`src/rtl/reg_port_arbiter.sv`:
```
// reg_port_arbiter: round-robin arbiter sharing the single register-file port
// between N requesters (index 0 = core), one access per req/gnt handshake.
//
// Optional feature macro: REGARB_R0_PROTECT_EN
//   defined   -> writes to address 0 from requesters other than 0 are dropped
//                (rf_we held low) and err[winner] pulses alongside gnt.
//   undefined -> all writes pass, err is tied low.
//
// Ports:
//   clk        in   clock, all state on posedge
//   reset      in   synchronous active-high reset
//   req        in   [N]    per-requester request, held until gnt
//   req_we     in   [N]    1 = write, 0 = read
//   req_addr   in   [N*D]  packed addresses, requester i at [i*D +: D]
//   req_wdata  in   [N*W]  packed write data, requester i at [i*W +: W]
//   gnt        out  [N]    one-hot pulse during the access cycle
//   rvalid     out  [N]    one-hot pulse the cycle after a read access
//   rdata      out  [W]    registered read data, shared
//   err        out  [N]    one-hot pulse with gnt on a suppressed write
//   rf_addr    out  [D]    register-file address
//   rf_we      out  1      register-file write enable
//   rf_wdata   out  [W]    register-file write data
//   rf_rdata   in   [W]    register-file combinational read data

module reg_port_arbiter #(
    parameter int W = 8,
    parameter int D = 4,
    parameter int N = 2
) (
    input  logic           clk,
    input  logic           reset,
    input  logic [N-1:0]   req,
    input  logic [N-1:0]   req_we,
    input  logic [N*D-1:0] req_addr,
    input  logic [N*W-1:0] req_wdata,
    output logic [N-1:0]   gnt,
    output logic [N-1:0]   rvalid,
    output logic [W-1:0]   rdata,
    output logic [N-1:0]   err,
    output logic [D-1:0]   rf_addr,
    output logic           rf_we,
    output logic [W-1:0]   rf_wdata,
    input  logic [W-1:0]   rf_rdata
);

    localparam int IW = (N > 2) ? 2 : 1;

    typedef enum logic {
        S_IDLE,
        S_ACCESS
    } state_t;

    state_t        r_state;
    logic [IW-1:0] r_ptr;
    logic [IW-1:0] r_win;
    logic          r_we;
    logic [D-1:0]  r_addr;
    logic [W-1:0]  r_wdata;
    logic [W-1:0]  r_rdata;
    logic [N-1:0]  r_rvalid;

    logic [IW-1:0] w_cand [N];
    logic          w_found;
    logic [IW-1:0] w_pick;
    logic [IW-1:0] w_next;
    logic [N-1:0]  w_onehot;
    logic          w_acc;
    logic          w_supp;

    // Candidate order starts at the pointer and wraps modulo N, so the
    // first requesting candidate is the round-robin winner.
    always_comb begin
        w_found = 1'b0;
        w_pick  = '0;
        for (int k = 0; k < N; k++) begin
            w_cand[k] = IW'((int'(r_ptr) + k) % N);
        end
        for (int k = 0; k < N; k++) begin
            if (!w_found && req[w_cand[k]]) begin
                w_found = 1'b1;
                w_pick  = w_cand[k];
            end
        end
    end

    assign w_next   = IW'((int'(r_win) + 1) % N);
    assign w_onehot = {{(N-1){1'b0}}, 1'b1} << r_win;

    // Reset during the access cycle must kill the strobe in that same
    // cycle, so the access qualifier looks at reset combinationally.
    assign w_acc = (r_state == S_ACCESS) && !reset;

`ifdef REGARB_R0_PROTECT_EN
    assign w_supp = r_we && (r_addr == '0) && (r_win != '0);
`else
    assign w_supp = 1'b0;
`endif

    always_ff @(posedge clk) begin
        if (reset) begin
            r_state  <= S_IDLE;
            r_ptr    <= '0;
            r_win    <= '0;
            r_we     <= 1'b0;
            r_addr   <= '0;
            r_wdata  <= '0;
            r_rdata  <= '0;
            r_rvalid <= '0;
        end else begin
            r_rvalid <= '0;
            unique case (r_state)
                S_IDLE: begin
                    if (w_found) begin
                        r_win   <= w_pick;
                        r_we    <= req_we[w_pick];
                        r_addr  <= req_addr[int'(w_pick)*D +: D];
                        r_wdata <= req_wdata[int'(w_pick)*W +: W];
                        r_state <= S_ACCESS;
                    end
                end
                S_ACCESS: begin
                    if (!r_we) begin
                        r_rdata  <= rf_rdata;
                        r_rvalid <= w_onehot;
                    end
                    r_ptr   <= w_next;
                    r_state <= S_IDLE;
                end
                default: r_state <= S_IDLE;
            endcase
        end
    end

    assign gnt      = w_acc ? w_onehot : '0;
    assign err      = (w_acc && w_supp) ? w_onehot : '0;
    assign rf_we    = w_acc && r_we && !w_supp;
    assign rf_addr  = r_addr;
    assign rf_wdata = r_wdata;
    assign rdata    = r_rdata;
    // A reset in the cycle after a read swallows the pending rvalid.
    assign rvalid   = reset ? '0 : r_rvalid;

endmodule

```
`config.mk`:
```
export PLATFORM = sky130hd
export DESIGN_NAME = reg_port_arbiter
export DESIGN_NICKNAME = d
export VERILOG_FILES = /design/src/rtl/reg_port_arbiter.sv
export SDC_FILE = /design/constraint.sdc
export NUM_CORES = 1
export LEC_CHECK = 0
export BUFFER_PORTS_ARGS = -buffer_cell sky130_fd_sc_hd__clkbuf_2
export CAP_MARGIN = 30
export CORE_UTILIZATION = 45
export CTS_BUF_LIST = sky130_fd_sc_hd__clkbuf_4 sky130_fd_sc_hd__clkbuf_8 sky130_fd_sc_hd__clkbuf_16
export DETAILED_ROUTE_END_ITERATION = 6
export PLACE_DENSITY = 0.86
export SYNTH_ARGS = -nofsm -noshare
export SYNTH_HDL_FRONTEND = slang
export SYNTH_SLANG_ARGS = --single-unit
```
`constraint.sdc`:
```
create_clock -name clk -period 2.9 [get_ports clk]
set_input_delay 0.435 -clock clk [delete_from_list [all_inputs] [get_ports clk]]
set_output_delay 0.435 -clock clk [all_outputs]
set_load 0.02 [all_outputs]
```
Yosys cells after proc, flatten, opt, wreduce, memory -nomap -nowiden
Cells that the tools add are included.
{"block": "word_totals", "reg_bits": 26, "latchBits": 0, "ramBits": 0, "rom_bits": 0, "inputBits": 38, "output_inout_bits": 27, "elab_cells": 40, "memories": 0}
{"block": "op_classes", "n_addsub": 2, "mul": 0, "div_mod_pow": 0, "order_cmp": 3, "eq_ne": 0, "shift": 3, "n_mux": 14, "bitwise": 2, "n_reduce_logical": 8}
{"op": "variable part select 16 x 5 -> 8 bit", "count": 1}
{"op": "two-way mux 1 bit", "count": 11}
{"op": "variable part select 8 x 4 -> 4 bit", "count": 1}
{"op": "less-than comparator 1 x 2 -> 1 bit, second input constant", "count": 3}
{"op": "two-way mux 2 bit", "count": 2}
{"op": "AND reduction 2 bit", "count": 2}
{"op": "logical AND 1 bit", "count": 3}
{"op": "OR reduction 3 bit", "count": 1}
{"op": "adder 1 bit, second input constant", "count": 2}
{"op": "logical NOT 1 bit", "count": 2}
{"op": "inverter 1 bit", "count": 2}
{"op": "case mux 1 bit (2 select lines)", "count": 1}
{"op": "<< shifter 1 x 1 -> 2 bit, first input constant", "count": 1}

Longest topological paths before layout
{"block": "depth", "word_depth": 8, "depth_mapped": 5, "ltp_nobuf": 3}

Worst setup path after synthesis
No wires, ideal clock.
{"block": "synth_path", "path_kind": "in2out", "start": "input reset", "end": "output gnt[0]", "t_arrival_ns": 1.098, "t_required_ns": 2.465, "path_slack_ns": 1.367, "stages": 3, "n_path_buf": 1, "path_cell_list": "clkbuf_1 -> nand2b_1 -> nor2_1"}
{"block": "synth_between", "elab_chain_len": 3}
{"element": "start, declared", "line_no": "31", "text": "input logic reset,"}
{"element": "logical NOT 1 bit", "line_no": "91", "text": "assign w_acc = (r_state == S_ACCESS) && !reset;"}
{"element": "logical AND 1 bit", "line_no": "91"}
{"element": "two-way mux 2 bit", "line_no": "134", "text": "assign gnt = w_acc ? w_onehot : '0;"}
{"element": "end, declared", "line_no": "36", "text": "output logic [N-1:0] gnt,"}
No other way between the ends.

Worst setup path after layout
{"block": "layout_path", "start": "input reset", "end": "output gnt[1]"}
Same word-level chain as after synthesis.

==> metrics.yaml <==
setup_viol: 0
yosysTopAreaCellShare_pct: 46.5
startpoint: "reset"
ant_nets: 0
async_flop_share_pct: 0
synth_simple_gate_area_share_pct: 19.7
rsz0062_at_grt: "false"
synth_mux_area_share_pct: 8.04
num_rows: 17
io_buffers: 62
place.gp.congestion: 0.647
path_class: "in -> out"
synth_edf_count: 0
synth_top_family_by_area: "simple AND/OR/NAND/NOR gates"
worstSetupEndpoint: "gnt[1]"
cts_buffers: 3
ios: 65
fin_crit_sh_pct: 63.0
start_util_pct: 49.2
final_net_count: 221
cts-resized-gates: 0
status: "complete, no violations"
r2r_start: "r_state"
cpPeakStageDelay_ps: 320
r2r_cells: 3
drive_gt1_share_pct: 36.8
cellPowerDensity_nw_per_um2: 527
clock.fmax_ghz: 0.548
dr_total_vias: 1086
slowest_stage: "nand2b_1"
synth_largest_area_cell: "dfxtp_1"
insertion_delay_ps: 310
synth_compound_area_share_pct: 17.7
grt_pass1_vias: 934
worstPathMaxFanout: 27
maxCapViolations: 0
syn2layout_area_growth_pct: 27.6
cts_sinks: 26
yosysMostFrequentCell: "dfxtp_1"
ys_top_cells_by_count: "dfxtp_1, nor2_1, a311oi_1, nand3_1, o21ai_0"
synthAdderAreaFrac_pct: 0
fp.dieW_um: 51.9
relSlewSlack_pct: 44.7
reg2reg_setup_slack_ps: 1310
antenna_found_initial: 0
synth_area_um2: 1120
cts_max_path_buffers: 2
drt_iter0_drc: 8
ys_top_cells_by_area: "dfxtp_1, a311oi_1, nor2_1, mux2i_1, nand3_1"
drc: 0
tritoncts: "yes"
ys_types: 19
grt_start_max_net_pins: 29
syn-instance-count: 128
reg2reg_to: "rdata[3]"
crit_arrival_ps: 1390
ir_drop_uv: 340
antenna_cells: 0
min_period_ps: 1830
finalHoldViolCount: 0
routedWlPerCell_um: 11.9
dr.pass1.iters: 4
ys_dominant_reg_cell: "dfxtp_1"
crit_path_end_kind: "primary output"
worst_pin_slew_ps: 828
worstPathRequired_ps: 2470
power_leakage_nw: 0.669
fillers: 223
dpl.hpwl_um: 1820
ys_ff_latch: 26
crit_chain: "clkbuf_2 -> nand2b_1 -> nor2_1 -> clkbuf_2"
routed_wl_um: 2500
tns_ps: 0
clk_pin_slew_worst_paths_ps: 140
drv_slew: 0
htree_levels: 1
vias_per_cell: 5.17
cp-start-kind: "input port"
cp_common_cell: "clkbuf_2"
overflow: 0
hp-class: "in -> reg"
root_buffer: "clkbuf_4"
syn_area_per_cell_um2: 8.75
ys.warnings.count: 0
grt_pass1_wl_um: 4090
grt_usage_pct: 20.1
synth_xor_xnor_area_share_pct: 0
cts_setup_buffers: 0
coreArea_um2: 2280
fp.dieH_um: 51.9
skew_ps: 10.1
design_area_um2: 1430
yosysSeqAreaShare_pct: 46.5
die_area_um2: 2690
hold_buffers: 0
placed_cell_area_um2: 1390
## worst min path at each step
stage                      from          end  cells after the start
floorplan                 r_win  r_rvalid[0]                      1
global placement          r_win  r_rvalid[0]                      1
detailed placement        r_win  r_rvalid[0]                      1
CTS                 rf_rdata[2]     rdata[2]                      3
global route        rf_rdata[2]     rdata[2]                      3
finish              rf_rdata[6]     rdata[6]                      3
## cells by family (layout without fill, tap and decap cells)
group	after synthesis	after routing
AND/OR/NAND/NOR	48	48
AO/OA/AOI/OAI	28	28
flip-flops	26	26
buffers and inverters	16	69
multiplexers	9	9
other	1	2
## state kept, by name, summed over array words and instances (netlist names)
register / flops
rdata: 8
rf_wdata: 8
rf_addr: 4
r_rvalid: 2
r_ptr: 1
r_state: 1
r_we: 1
r_win: 1
## per-layer routing
metal	vias up	part of all wire [%]	GRT usage, %
met3	2	5.7	2.63
met5	-	0	0
met2	48	47	34.8
met1	482	46	25.3
li1	554	-	-
met4	0	0.68	6.76
## placed cells by master, fill, tap and decap left out, drive strengths merged
cell and instances:
o32ai 1, o21ba 1, conb 2, a311oi 13
nor3 2, mux2i 9, nor2 25, and2b 1
nor2b 5, inv 3, clkbuf 66, o21ai 13
nand3 13, dfxtp 26, nand2b 2
## stage by stage
stage,total power [mW],instances,hold WS [ps],setup WS [ps],util [%]
3_3_place_gp,0.579,206,445,1150,61.2
3_5_place_dp,0.585,206,441,1070,61.2
4_1_cts,0.757,210,364,1070,62.8
6_report,0.753,210,358,1070,62.8
5_1_grt,0.800,210,343,962,62.8
2_1_floorplan,0.530,129,421,1370,-
## critical path, delay by kind of cell
kind	cells	cell delay (ps)
buffers and inverters	2	490
and+or+nand+nor	2	460
## power by group
group | leakage, nW | total [mW] | internal (mW) | switching, mW
Sequential | 0.215 | 0.404 | 0.387 | 0.0172
Combinational | 0.434 | 0.173 | 0.0680 | 0.105
Clock | 0.0210 | 0.176 | 0.0765 | 0.0998
Total | 0.669 | 0.753 | 0.531 | 0.222
## layout make-up
| type | count | area, µm² | share of cell area (%) |
|---|---|---|---|
| tap | 28 | 35.0 | 2.45 |
| clock buffer | 4 | 36.3 | 2.54 |
| timing repair buffer | 62 | 310 | 21.7 |
| multi-input combinational | 87 | 515 | 36.1 |
| inverter | 3 | 11.3 | 0.788 |
| sequential | 26 | 520 | 36.4 |
(Power assumes the default switching activity.)
